**src/rtl/hex_display_if.sv**
```systemverilog
// Display bus between a word source (master) and the 8-digit hex scanner (slave).
// The master presents value/hold and observes the multiplexed digit drives.
interface hex_display_if;
    logic [31:0] value;
    logic        hold;
    logic [7:0]  an;
    logic [6:0]  seg;
    logic        dp;
    logic        frame_tick;

    modport master (output value, hold, input an, seg, dp, frame_tick);
    modport slave  (input value, hold, output an, seg, dp, frame_tick);
endinterface

```
**src/rtl/hex_display_driver.sv**
```systemverilog
// Time-multiplexed 8-digit hex display scanner with frame-synchronous shadow
// capture, optional leading-zero blanking and a freeze (hold) mode.
module hex_display_driver #(
    parameter int REFRESH_DIV = 1000,
    parameter bit BLANK_LZ    = 1'b1
) (
    input  logic          clk,
    input  logic          rst,
    hex_display_if.slave  dsp
);
    localparam int PW = (REFRESH_DIV > 1) ? $clog2(REFRESH_DIV) : 1;

    logic [PW-1:0] presc_q, presc_d;
    logic [2:0]    idx_q, idx_d;
    logic [31:0]   shadow_q, shadow_d;
    logic          frozen_q, frozen_d;
    logic [7:0]    an_q, an_d;
    logic [6:0]    seg_q, seg_d;
    logic          dp_q, dp_d;
    logic          frame_tick_q, frame_tick_d;

    logic          tick, wrap, blanked;
    logic [7:0]    lz;
    logic [3:0]    nib;

    function automatic logic [6:0] hex_pat(input logic [3:0] n);
        case (n)
            4'h0: hex_pat = 7'h3F;
            4'h1: hex_pat = 7'h06;
            4'h2: hex_pat = 7'h5B;
            4'h3: hex_pat = 7'h4F;
            4'h4: hex_pat = 7'h66;
            4'h5: hex_pat = 7'h6D;
            4'h6: hex_pat = 7'h7D;
            4'h7: hex_pat = 7'h07;
            4'h8: hex_pat = 7'h7F;
            4'h9: hex_pat = 7'h6F;
            4'hA: hex_pat = 7'h77;
            4'hB: hex_pat = 7'h7C;
            4'hC: hex_pat = 7'h39;
            4'hD: hex_pat = 7'h5E;
            4'hE: hex_pat = 7'h79;
            default: hex_pat = 7'h71;
        endcase
    endfunction

    assign tick = (presc_q == PW'(REFRESH_DIV - 1));
    assign wrap = tick && (idx_q == 3'd7);

    always_comb begin
        presc_d      = tick ? '0 : presc_q + 1'b1;
        idx_d        = tick ? idx_q + 3'd1 : idx_q;
        shadow_d     = shadow_q;
        frozen_d     = frozen_q;
        // The displayed word and freeze state only change at the frame wrap,
        // so a scan never mixes two words.
        if (wrap) begin
            shadow_d = dsp.hold ? shadow_q : dsp.value;
            frozen_d = dsp.hold;
        end

        lz = '0;
        for (int i = 1; i < 8; i++)
            lz[i] = ((shadow_q >> (4 * i)) == 32'd0);
        blanked = BLANK_LZ && lz[idx_q];
        nib     = shadow_q[{idx_q, 2'b00} +: 4];

        an_d         = blanked ? 8'hFF : ~(8'd1 << idx_q);
        seg_d        = blanked ? 7'h7F : ~hex_pat(nib);
        dp_d         = ~((idx_q == 3'd0) && frozen_q);
        frame_tick_d = wrap;
    end

    // idx resets to 7 so the very first tick is a frame wrap that loads value.
    always_ff @(posedge clk or negedge rst) begin
        if (!rst) begin
            presc_q      <= '0;
            idx_q        <= 3'd7;
            shadow_q     <= '0;
            frozen_q     <= 1'b0;
            an_q         <= 8'hFF;
            seg_q        <= 7'h7F;
            dp_q         <= 1'b1;
            frame_tick_q <= 1'b0;
        end else begin
            presc_q      <= presc_d;
            idx_q        <= idx_d;
            shadow_q     <= shadow_d;
            frozen_q     <= frozen_d;
            an_q         <= an_d;
            seg_q        <= seg_d;
            dp_q         <= dp_d;
            frame_tick_q <= frame_tick_d;
        end
    end

    assign dsp.an         = an_q;
    assign dsp.seg        = seg_q;
    assign dsp.dp         = dp_q;
    assign dsp.frame_tick = frame_tick_q;
endmodule

```
**src/flat_wrapper.sv**
```systemverilog
// flat-port wrapper written by rule: the top's interface ports become plain ports
module hex_display_driver_flat 
#(
    parameter int REFRESH_DIV = 1000,
    parameter bit BLANK_LZ    = 1'b1
)
  (clk, rst, dsp_value, dsp_hold, dsp_an, dsp_seg, dsp_dp, dsp_frame_tick);
  hex_display_if dsp_i ();
  input  logic clk;
  input  logic rst;
  input wire logic [$bits(dsp_i.value)-1:0] dsp_value;
  input wire logic [$bits(dsp_i.hold)-1:0] dsp_hold;
  output wire logic [$bits(dsp_i.an)-1:0] dsp_an;
  output wire logic [$bits(dsp_i.seg)-1:0] dsp_seg;
  output wire logic [$bits(dsp_i.dp)-1:0] dsp_dp;
  output wire logic [$bits(dsp_i.frame_tick)-1:0] dsp_frame_tick;
  assign dsp_i.value = dsp_value;
  assign dsp_i.hold = dsp_hold;
  assign dsp_an = dsp_i.an;
  assign dsp_seg = dsp_i.seg;
  assign dsp_dp = dsp_i.dp;
  assign dsp_frame_tick = dsp_i.frame_tick;
  hex_display_driver #(.REFRESH_DIV(REFRESH_DIV), .BLANK_LZ(BLANK_LZ)) u_core (.clk(clk), .rst(rst), .dsp(dsp_i));
endmodule
```
**config.mk**
```make
export PLATFORM = sky130hd
export DESIGN_NAME = hex_display_driver_flat
export DESIGN_NICKNAME = d
export VERILOG_FILES = /design/src/rtl/hex_display_if.sv /design/src/rtl/hex_display_driver.sv /design/src/flat_wrapper.sv
export SDC_FILE = /design/constraint.sdc
export NUM_CORES = 1
export LEC_CHECK = 0
export BUFFER_PORTS_ARGS = -buffer_cell sky130_fd_sc_hd__buf_4
export CAP_MARGIN = 10
export CORE_MARGIN = 8
export CORE_UTILIZATION = 25
export DETAILED_ROUTE_END_ITERATION = 8
export PLACE_DENSITY = 0.49
export SYNTH_ARGS = -nofsm -noshare
export SYNTH_HDL_FRONTEND = slang
export SYNTH_SLANG_ARGS = --single-unit
export TNS_END_PERCENT = 20
```
**constraint.sdc**
```tcl
create_clock -name clk -period 3.2 [get_ports clk]
set_input_delay 0.16 -clock clk [delete_from_list [all_inputs] [get_ports clk]]
set_output_delay 0.16 -clock clk [all_outputs]
set_load 0.01 [all_outputs]
```
==> results.py, run 1 <==
metrics = {
    "status": {
        "run_status": "completed",
    },
    "detailed_routing": {
        "wl_per_cell_um": 15.2,
        "dr.first_iter.drc_count": 81,
        "vias": 1944,
        "first_pass_iters": 4,
        "drc": 0,
        "totalWireLength_um": 7030,
        "ant_nets": 0,
        "vias_per_cell": 4.21,
    },
    "floorplanning": {
        "die_x_um": 128,
        "core-area_sq_um": 12500,
        "rows": 41,
        "pin_count": 52,
        "die_area_sq_um": 16500,
        "start_util": 0.253,
        "die_h_um": 128,
    },
    "synth": {
        "synth.top_cell.area_share": 0.349,
        "yosysWarningCount": 0,
        "yosysMostFrequentCell": "dfrtp_1",
        "synth_seq_cells": 63,
        "synthTopCellsByArea": "dfrtp_1, dfstp_2, mux2_4, ha_1, mux4_2",
        "async_reset_ff_frac": 1.00,
        "synthFlopType": "dfrtp_1",
        "synth_nets": 277,
        "yosysUniqueCellTypes": 46,
        "synth_common_cells": "dfrtp_1, mux2_4, dfstp_2, nand2_1, ha_1",
        "yosysTopAreaCell": "dfrtp_1",
        "ys_seq_area_frac": 0.507,
        "synth-edff-count": 0,
        "synthCells": 229,
        "netlist_area_sq_um": 3160,
        "syn_avg_cell_area_sq_um": 13.8,
    },
    "timing": {
        "relSlewSlack": 0.467,
        "period_share": 0.824,
        "whs_ns": 0.0612,
        "timing.final.hold_violations": 0,
        "rsz0062_at_grt": "no",
        "tns_ns": 0,
        "max_freq_mhz": 379,
        "slew_viol_final": 0,
        "worst_pin_slew_ns": 0.799,
        "finClkSkew_ns": 0.0114,
        "period_needed_ns": 2.64,
        "setup_viol": 0,
    },
    "place": {
        "place_inst": 445,
        "portBuffers": 51,
        "placed_area_sq_um": 3670,
        "dp_hpwl_um": 5190,
        "gp_congestion": 0.770,
    },
    "cts": {
        "cts_buffers": 9,
        "cts_tree": "built",
        "clkTransAtPathRegs_ns": 0.06,
        "clkLatencyLatePin_ns": 0.33,
        "root_buffer": "clkbuf_16",
        "cts_buffer_depth": 2,
        "cts.htree.levels": 3,
        "clock-sinks": 63,
    },
    "min_path": {
        "hold_start": "dsp_value[2]",
        "hold_depth": 2,
        "hold_path_class": "primary input to register",
        "hold_path_end": "u_core.shadow_q[2]$_DFFE_PN0P_",
    },
    "global_route": {
        "grt-ovfl-total": 0,
        "grt_max_degree": 64,
        "antenna_found_initial": 0,
        "grt_util_met1": 0.120,
        "busiest_layer": "met2",
        "met2_usage": 0.132,
        "grt_usage": 0.0915,
        "grt_pass1_vias": 2108,
        "met3_usage": 0.0323,
        "grt_pass1_wl_um": 11600,
    },
    "pwr": {
        "cellPowerDensity_nw_per_um2": 459,
        "p_leak_nw": 1.85,
        "power.ir.vdd_worst_uv": 204,
    },
    "layout": {
        "fin_area_sq_um": 3990,
        "stdcell_count": 462,
        "area_growth_pct": 26.2,
        "finish.utilization": 0.320,
        "drive_gt1_frac": 0.462,
        "num-nets-final": 333,
        "diodes": 0,
        "n_fill_cell": 1253,
    },
    "worst_setup_path": {
        "worstReg2RegEnd": "u_core.dsp.seg[0]$_DFF_PN1_",
        "crit_fanout": 9,
        "reg2reg_slack_ns": 0.56,
        "crit_path_end_kind": "register",
        "required_ns": 3.42,
        "criticalPathCategory": "register to register",
        "worstReg2RegStart": "u_core.idx_q[1]$_DFFE_PN1N_",
        "worstRegToRegCells": 7,
        "cp-start-kind": "register",
        "worstPathArrival_ns": 2.86,
    },
    "job": {
        "timing.max_cap.violations": 0,
    },
}
[how the worst max path moves through the flow]
stage	depth (start not counted)	slack, ns	end	from
floorplan	8	0.74	u_core.dsp.seg[0]$_DFF_PN1_	u_core.idx_q[1]$_DFFE_PN1N_
global placement	7	0.69	u_core.dsp.seg[0]$_DFF_PN1_	u_core.idx_q[1]$_DFFE_PN1N_
detailed placement	7	0.57	u_core.dsp.seg[0]$_DFF_PN1_	u_core.idx_q[1]$_DFFE_PN1N_
CTS	7	0.56	u_core.dsp.seg[0]$_DFF_PN1_	u_core.idx_q[1]$_DFFE_PN1N_
global route	7	0.44	u_core.dsp.seg[0]$_DFF_PN1_	u_core.idx_q[1]$_DFFE_PN1N_
finish	7	0.56	u_core.dsp.seg[0]$_DFF_PN1_	u_core.idx_q[1]$_DFFE_PN1N_
[power breakdown]
part / internal, W / switching [W] / leakage [nW] / total, W
clock: 0.000641 / 0.000339 / 0.152 / 0.000979
combinational: 0.0000276 / 0.0000224 / 0.901 / 0.0000500
sequential: 0.000799 / 0 / 0.793 / 0.000799
total: 0.00147 / 0.000361 / 1.85 / 0.00183
[cell families after synthesis]
kind of cell	after synthesis	synth area share
adders and majority gates	13	0.0515
AOI/OAI and AO/OA	23	0.0448
xor gates and xnor gates	7	0.0194
muxes	48	0.238
buffers and inverters	17	0.0460
DFF	63	0.507
and+or+nand+nor	58	0.0939
[cell type report]
type,instances,area [sq um],share of cell area
Clock buffer,12,256,0.0644
Multi-Input combinational cell,149,1410,0.355
Tap cell,172,215,0.0540
Timing Repair Buffer,55,428,0.107
Sequential cell,63,1600,0.402
Inverter,7,26.3,0.00659
Clock inverter,4,45.0,0.0113
[critical path, stage by stage, from the launching register on]
cell and delay [ns]:
dfstp_2 0.66, mux4_2 0.54, mux2i_2 0.40, inv_1 0.12
ha_1 0.26, or3b_1 0.38, o21ai_1 0.08, o21ai_1 0.08
[state kept, by name, summed over array words and instances, names as in the netlist]
signal	cells
u_core.idx_q	3
u_core.dsp.dp	1
u_core.shadow_q	32
u_core.dsp.seg	7
u_core.dsp.frame_tick	1
u_core.frozen_q	1
u_core.dsp.an	8
u_core.presc_q	10
[layer usage]
layer  wire, um  vias to the layer above
met2       3100                       54
met4        137                        0
li1           -                      939
met5          0                        -
met3        370                       11
met1       3420                      940
[placed cells by master (no fill, tap or decap), types with 2 or more instances in the layout]
cell type / instances
buf_4: 53
dfrtp_1: 44
mux2_4: 29
nand2_1: 19
dfstp_2: 19
ha_1: 13
nor2_1: 12
clkbuf_16: 9
mux4_2: 7
nor4_1: 7
nand3_1: 7
inv_1: 6
o21ai_0: 6
xor2_1: 5
mux2i_1: 5
a21oi_1: 4
o21ai_1: 3
mux2_2: 3
clkinv_2: 3
nor2b_1: 2
o221ai_1: 2
o211ai_1: 2
xnor2_1: 2
clkbuf_8: 2
[through the flow]
stage	total power [W]	setup WS, ns
6_report	0.00183	0.562
5_1_grt	0.00189	0.438
4_1_cts	0.00186	0.558
3_5_place_dp	0.000863	0.571
3_3_place_gp	0.000863	0.690
2_1_floorplan	0.000813	0.743
[repair_timing]
action,CTS,global route
gates resized for setup,0,0
hold endpoints to repair,44,0
buffers inserted,0,0
hold buffers,1,0
Note: power is estimated with default switching activity, not from simulation.
==> run 2, diff against run 1 <==
ABC_AREA = 1   (was default)
PLACE_DENSITY = 0.5   (was 0.49)
clock period = 2.3 ns   (was 3.2 ns; I/O delays follow)
==> run 2 against run 1 <==
Net effect: clock skew decreased by 0.0013 ns; core utilization up 2.0 points; clock power up 42%; fmax increased by 25%; via count rose by 45%; wire length increased by 18%; critical path type unchanged; highest routed layer unchanged.
==> results.py, run 2 <==
metrics = {
    "timing": {
        "rsz0062_at_grt": "yes",
        "max_freq_mhz": 475,
        "setup_viol": 0,
        "finClkSkew_ns": 0.0101,
        "tns_ns": 0,
        "period_needed_ns": 2.11,
        "relSlewSlack": 0.462,
        "worst_pin_slew_ns": 0.808,
        "slew_viol_final": 0,
        "period_share": 0.916,
        "fin_ws_ns": 0.193,
        "timing.final.hold_violations": 0,
    },
    "worst_setup_path": {
        "cp-start-kind": "register",
        "crit_fanout": 19,
        "required_ns": 2.56,
        "crit_path_end_kind": "register",
        "reg2reg_slack_ns": 0.19,
        "worstReg2RegStart": "u_core.idx_q[0]$_DFFE_PN1N_",
        "worstReg2RegEnd": "u_core.dsp.seg[1]$_DFF_PN1_",
        "worstRegToRegCells": 12,
        "worstPathArrival_ns": 2.37,
        "criticalPathCategory": "register to register",
    },
    "layout": {
        "seq_area_sq_um": 1600,
        "multiInputGateArea_sq_um": 1400,
        "finish.utilization": 0.340,
        "diodes": 0,
        "num-nets-final": 530,
        "fin_area_sq_um": 4450,
        "largest_register_ffs": 32,
        "drive_gt1_frac": 0.267,
        "stdcell_count": 663,
        "final_cell_mix": "nand2_1, buf_4, nand3_1",
        "n_fill_cell": 1346,
        "final_common_cell": "nand2_1",
        "area_growth_pct": 34.7,
        "regMostFlops": "u_core.shadow_q",
    },
    "cts": {
        "clock-sinks": 63,
        "post_cts_buffers": 0,
        "cts_buffer_depth": 2,
        "root_buffer": "clkbuf_16",
        "cts_buffers": 9,
        "cts_tree": "built",
        "clkTransAtPathRegs_ns": 0.05,
        "clkLatencyLatePin_ns": 0.34,
        "cts.htree.levels": 3,
    },
    "synth": {
        "ys_seq_area_frac": 0.484,
        "synth_seq_cells": 63,
        "synth-edff-count": 0,
        "yosysMostFrequentCell": "nand2_1",
        "yosysTopAreaCell": "dfrtp_1",
        "yosysUniqueCellTypes": 29,
        "async_reset_ff_frac": 1.00,
        "yosysWarningCount": 0,
        "synth_nets": 446,
        "synth_common_cells": "nand2_1, nand3_1, inv_1, dfrtp_1, nor2_1",
        "synthCells": 398,
        "syn_avg_cell_area_sq_um": 8.30,
        "synthFlopType": "dfrtp_1",
        "netlist_area_sq_um": 3300,
        "synth.top_cell.area_share": 0.333,
        "synthTopCellsByArea": "dfrtp_1, dfstp_2, nand2_1, nand3_1, inv_1",
    },
    "pwr": {
        "p_clk_frac": 0.534,
        "sw_frac_of_total": 0.194,
        "p_leak_nw": 2.21,
        "p_switching_w": 0.000506,
        "power.ir.vdd_worst_uv": 282,
        "pwr-share-comb": 0.040,
        "seqPwrFrac": 0.427,
        "cellPowerDensity_nw_per_um2": 586,
        "p_int_w": 0.00210,
    },
    "detailed_routing": {
        "totalWireLength_um": 8290,
        "ant_nets": 0,
        "vias_per_cell": 4.24,
        "first_pass_iters": 6,
        "drc": 0,
        "vias": 2810,
        "dr.first_iter.drc_count": 184,
        "wl_per_cell_um": 12.5,
    },
    "min_path": {
        "hold_path_end": "u_core.shadow_q[24]$_DFFE_PN0P_",
        "hold_start": "dsp_value[24]",
        "hold_depth": 3,
        "hold_path_class": "primary input to register",
    },
    "floorplanning": {
        "pin_count": 52,
        "die_x_um": 131,
        "core-area_sq_um": 13100,
        "rows": 42,
        "die_h_um": 131,
        "start_util": 0.252,
        "die_area_sq_um": 17100,
    },
    "place": {
        "place_inst": 620,
        "preCtsSetupSlack_ns": 0.212,
        "gp_congestion": 0.870,
        "dp_hpwl_um": 6040,
        "placed_area_sq_um": 3860,
        "portBuffers": 51,
    },
    "status": {
        "run_status": "completed",
    },
    "global_route": {
        "antenna_found_initial": 0,
        "grt-ovfl-total": 0,
        "grt_max_degree": 64,
        "grt_pass1_vias": 2912,
        "grt_usage": 0.105,
        "grt_pass1_wl_um": 13900,
    },
    "job": {
        "timing.max_cap.violations": 0,
    },
}
[run 2: changes by cell type in the layout (fill, tap and decap cells not counted), sizes merged, moves of 7 or more]
cell	delta
nand2	+121
nor4	-7
mux2i	-7
mux2	-33
mux4	-8
inv	+45
o21ai	+22
nor2	+13
nand3	+45
dlygate4sd3	+26
[run 2: how the worst max path moves through the flow]
stage,cells after the start,from,slack (ns),end
3_3_place_gp,12,u_core.idx_q[0]$_DFFE_PN1N_,0.30,u_core.dsp.seg[1]$_DFF_PN1_
3_5_place_dp,12,u_core.idx_q[0]$_DFFE_PN1N_,0.21,u_core.dsp.seg[1]$_DFF_PN1_
4_1_cts,12,u_core.idx_q[0]$_DFFE_PN1N_,0.21,u_core.dsp.seg[1]$_DFF_PN1_
5_1_grt,12,u_core.idx_q[0]$_DFFE_PN1N_,-0.008,u_core.dsp.seg[1]$_DFF_PN1_
6_report,12,u_core.idx_q[0]$_DFFE_PN1N_,0.19,u_core.dsp.seg[1]$_DFF_PN1_
2_1_floorplan,12,u_core.idx_q[0]$_DFFE_PN1N_,0.41,u_core.dsp.seg[3]$_DFF_PN1_
[run 2: stage by stage]
stage	power (W)	hold slack [ns]
5_1_grt	0.00270	0.0249
2_1_floorplan	0.00113	-0.181
3_5_place_dp	0.00120	0.273
4_1_cts	0.00265	0.00310
3_3_place_gp	0.00120	0.261
6_report	0.00261	0.00507
[run 2: worst max-delay path, stage by stage, from the launching register on]
cell	delay, ns
dfstp_2	0.64
inv_2	0.19
nand2_1	0.12
nand3_1	0.07
nand2_1	0.07
nand2_1	0.04
nand2_1	0.14
inv_1	0.13
ha_1	0.31
nand3_1	0.11
nor2_1	0.05
nor2_1	0.11
nand2_1	0.06
[run 2: cells by family (layout without fill, tap and decap cells)]
kind of cell / Yosys count / count (layout) / synth area share
XOR/XNOR: 2 / 2 / 0.00530
buffers and inverters: 62 / 151 / 0.0924
AO/OA/AOI/OAI: 37 / 37 / 0.0777
AND/OR/NAND/NOR: 221 / 221 / 0.291
flip-flops: 63 / 63 / 0.484
adder cells (fa/ha/maj): 13 / 13 / 0.0492
[run 2: per-layer routing]
metal  GRT usage  routed length [um]  vias up
met5           0                   0        -
met4      0.0560                 114        0
met3      0.0260                 365       13
met2       0.167                3980       67
met1       0.128                3830     1314
li1            -                   -     1416
[run 2: cell type report]
type	count	area share
Clock inverter	3	0.00900
Clock buffer	13	0.0607
Tap cell	176	0.0495
Timing Repair Buffer	84	0.163
Sequential cell	63	0.360
Multi-Input combinational cell	273	0.315
Inverter	51	0.0436
[run 2: power groups by stage]
stage	clock network (W)	logic (W)	registers, W
5_1_grt	0.00148	0.000115	0.00111
3_3_place_gp	0	0.0000683	0.00113
3_5_place_dp	0	0.0000696	0.00113
2_1_floorplan	0	0.000000809	0.00113
4_1_cts	0.00143	0.000107	0.00111
6_report	0.00139	0.000104	0.00111
[run 2: what timing repair did]
item | in CTS | in global routing
gates resized for setup | 0 | 1
hold endpoints to repair | 70 | 0
hold buffers | 27 | 0
setup endpoints to repair | 0 | 4
==> run 3, diff against run 2 <==
ABC_AREA = default   (was 1)
==> run 3 against run 2 <==
Net effect: wire length is 12% lower; clock skew is 0.0028 ns lower; via count is 29% lower; register-to-register slack worse by 0.07 ns; design area is 7.3% lower; non-clock buffer count is 14 lower; flip-flop and latch count stayed put; largest power group unchanged; fmax is 3.1% lower; global-route usage is 1.4 points lower; critical endpoint is now u_core.dsp.seg[3]$_DFF_PN1_; setup slack worse by 0.068 ns; largest cell class unchanged.
==> results.py, run 3 (synthesis gave the netlist of run 1 again) <==
metrics = {
    "cts": {
        "cts.htree.levels": 3,
        "cts_buffer_depth": 2,
        "clock-sinks": 63,
        "cts_tree": "built",
        "root_buffer": "clkbuf_16",
        "cts_buffers": 9,
        "clkTransAtPathRegs_ns": 0.06,
        "clkLatencyLatePin_ns": 0.32,
    },
    "worst_setup_path": {
        "worstPathArrival_ns": 2.40,
        "worstRegToRegCells": 7,
        "crit_path_end_kind": "register",
        "required_ns": 2.52,
        "crit_start": "u_core.idx_q[0]$_DFFE_PN1N_",
        "worstReg2RegStart": "u_core.idx_q[0]$_DFFE_PN1N_",
        "criticalPathCategory": "register to register",
        "cp-start-kind": "register",
        "crit_fanout": 8,
        "reg2reg_slack_ns": 0.12,
        "worstReg2RegEnd": "u_core.dsp.seg[3]$_DFF_PN1_",
        "crit_path_end": "u_core.dsp.seg[3]$_DFF_PN1_",
    },
    "place": {
        "preCtsSetupSlack_ns": 0.0379,
        "gp_congestion": 0.779,
        "placed_area_sq_um": 3750,
        "portBuffers": 51,
        "dp_hpwl_um": 5390,
    },
    "detailed_routing": {
        "first_pass_iters": 4,
        "dr.first_iter.drc_count": 113,
        "wl_per_cell_um": 15.2,
        "ant_nets": 0,
        "vias": 1992,
        "drc": 0,
        "totalWireLength_um": 7270,
        "vias_per_cell": 4.18,
    },
    "timing": {
        "max_freq_mhz": 460,
        "timing.final.hold_violations": 0,
        "period_share": 0.946,
        "relSlewSlack": 0.477,
        "period_needed_ns": 2.18,
        "worst_pin_slew_ns": 0.784,
        "fin_ws_ns": 0.125,
        "slew_viol_final": 0,
        "setup_viol": 0,
        "finClkSkew_ns": 0.00733,
        "whs_ns": 0.0154,
    },
    "layout": {
        "fin_area_sq_um": 4120,
        "area_growth_pct": 30.5,
        "num-nets-final": 348,
        "final_common_cell": "buf_4",
        "regMostFlops": "u_core.shadow_q",
        "finish.utilization": 0.331,
        "final_cell_mix": "buf_4, dfrtp_1, mux2_4",
        "drive_gt1_frac": 0.498,
        "n_fill_cell": 1252,
        "diodes": 0,
        "largest_register_ffs": 32,
    },
    "global_route": {
        "grt_pass1_wl_um": 11500,
        "grt_usage": 0.0911,
        "antenna_found_initial": 0,
        "grt-ovfl-total": 0,
        "grt_max_degree": 64,
        "grt_pass1_vias": 2068,
    },
    "floorplanning": {
        "rows": 41,
        "start_util": 0.253,
        "die_area_sq_um": 16500,
        "die_x_um": 128,
        "pin_count": 52,
        "core-area_sq_um": 12500,
        "die_h_um": 128,
    },
    "pwr": {
        "cellPowerDensity_nw_per_um2": 616,
        "p_leak_nw": 1.91,
        "power.ir.vdd_worst_uv": 240,
    },
    "status": {
        "run_status": "completed",
    },
    "min_path": {
        "hold_start": "dsp_value[28]",
        "hold_path_class": "primary input to register",
    },
    "job": {
        "timing.max_cap.violations": 0,
    },
}
==> run 3: changes by cell type in the layout (fill, tap and decap cells not counted), sizes merged, moves of 3 or more <==
cell,delta
buf,+12
dlygate4sd3,-26
inv,-45
mux2,+33
mux2i,+7
mux4,+8
nand2,-121
nand3,-45
nor2,-13
nor4,+7
o21ai,-22
xor2,+3
==> run 3: repair_timing <==
item | 4_1_cts | 5_1_grt
setup endpoints to repair | 0 | 4
hold buffers | 1 | 0
resized for setup | 0 | 2
hold endpoints to repair | 44 | 0
buffers inserted | 0 | 8
==> run 3: layout make-up <==
class | count | area, sq um | area share
clock buffer | 13 | 260 | 0.0631
clock inverter | 3 | 42.5 | 0.0103
inverter | 7 | 26.3 | 0.00637
multi-input combinational | 149 | 1440 | 0.349
sequential | 63 | 1600 | 0.388
tap | 172 | 215 | 0.0522
timing repair buffer | 70 | 541 | 0.131
==> run 3: worst max-delay path, cell delays in order, from the launching register on <==
cell and delay [ns]:
dfstp_2 0.59, buf_4 0.14, mux4_2 0.49, mux2i_1 0.17
buf_4 0.18, mux2_1 0.32, mux2i_1 0.12, nand2_1 0.07
==> run 3: worst min-delay path by stage <==
| stage | end | cells after the start |
|---|---|---|
| finish | u_core.shadow_q[28]$_DFFE_PN0P_ | 2 |
| global route | u_core.shadow_q[28]$_DFFE_PN0P_ | 2 |
| CTS | u_core.shadow_q[16]$_DFFE_PN0P_ | 2 |
| detailed placement | u_core.shadow_q[5]$_DFFE_PN0P_ | 1 |
| global placement | u_core.shadow_q[12]$_DFFE_PN0P_ | 1 |
| floorplan | u_core.dsp.frame_tick$_DFF_PN0_ | 0 |
==> run 3: per-layer routing <==
layer	global-route usage	routed length [um]	up-vias	part of all wire
li1	-	-	960	-
met2	0.127	3230	50	0.44
met5	0	0	-	0
met4	0.0420	91	0	0.013
met1	0.126	3580	974	0.49
met3	0.0269	359	8	0.049
==> run 3: where the power goes <==
group	total [W]	internal [W]	leakage, nW	switching (W)
combinational	0.0000696	0.0000384	0.967	0.0000312
clock	0.00136	0.000896	0.146	0.000461
sequential	0.00111	0.00111	0.793	0
==> run 3: metrics by stage <==
stage	power, W	TNS, ns	std cells
after floorplan	0.00113	0	229
after global placement	0.00120	0	452
after detailed placement	0.00120	0	452
after CTS	0.00258	0	469
after global routing	0.00262	-0.0247	477
final	0.00254	0	477
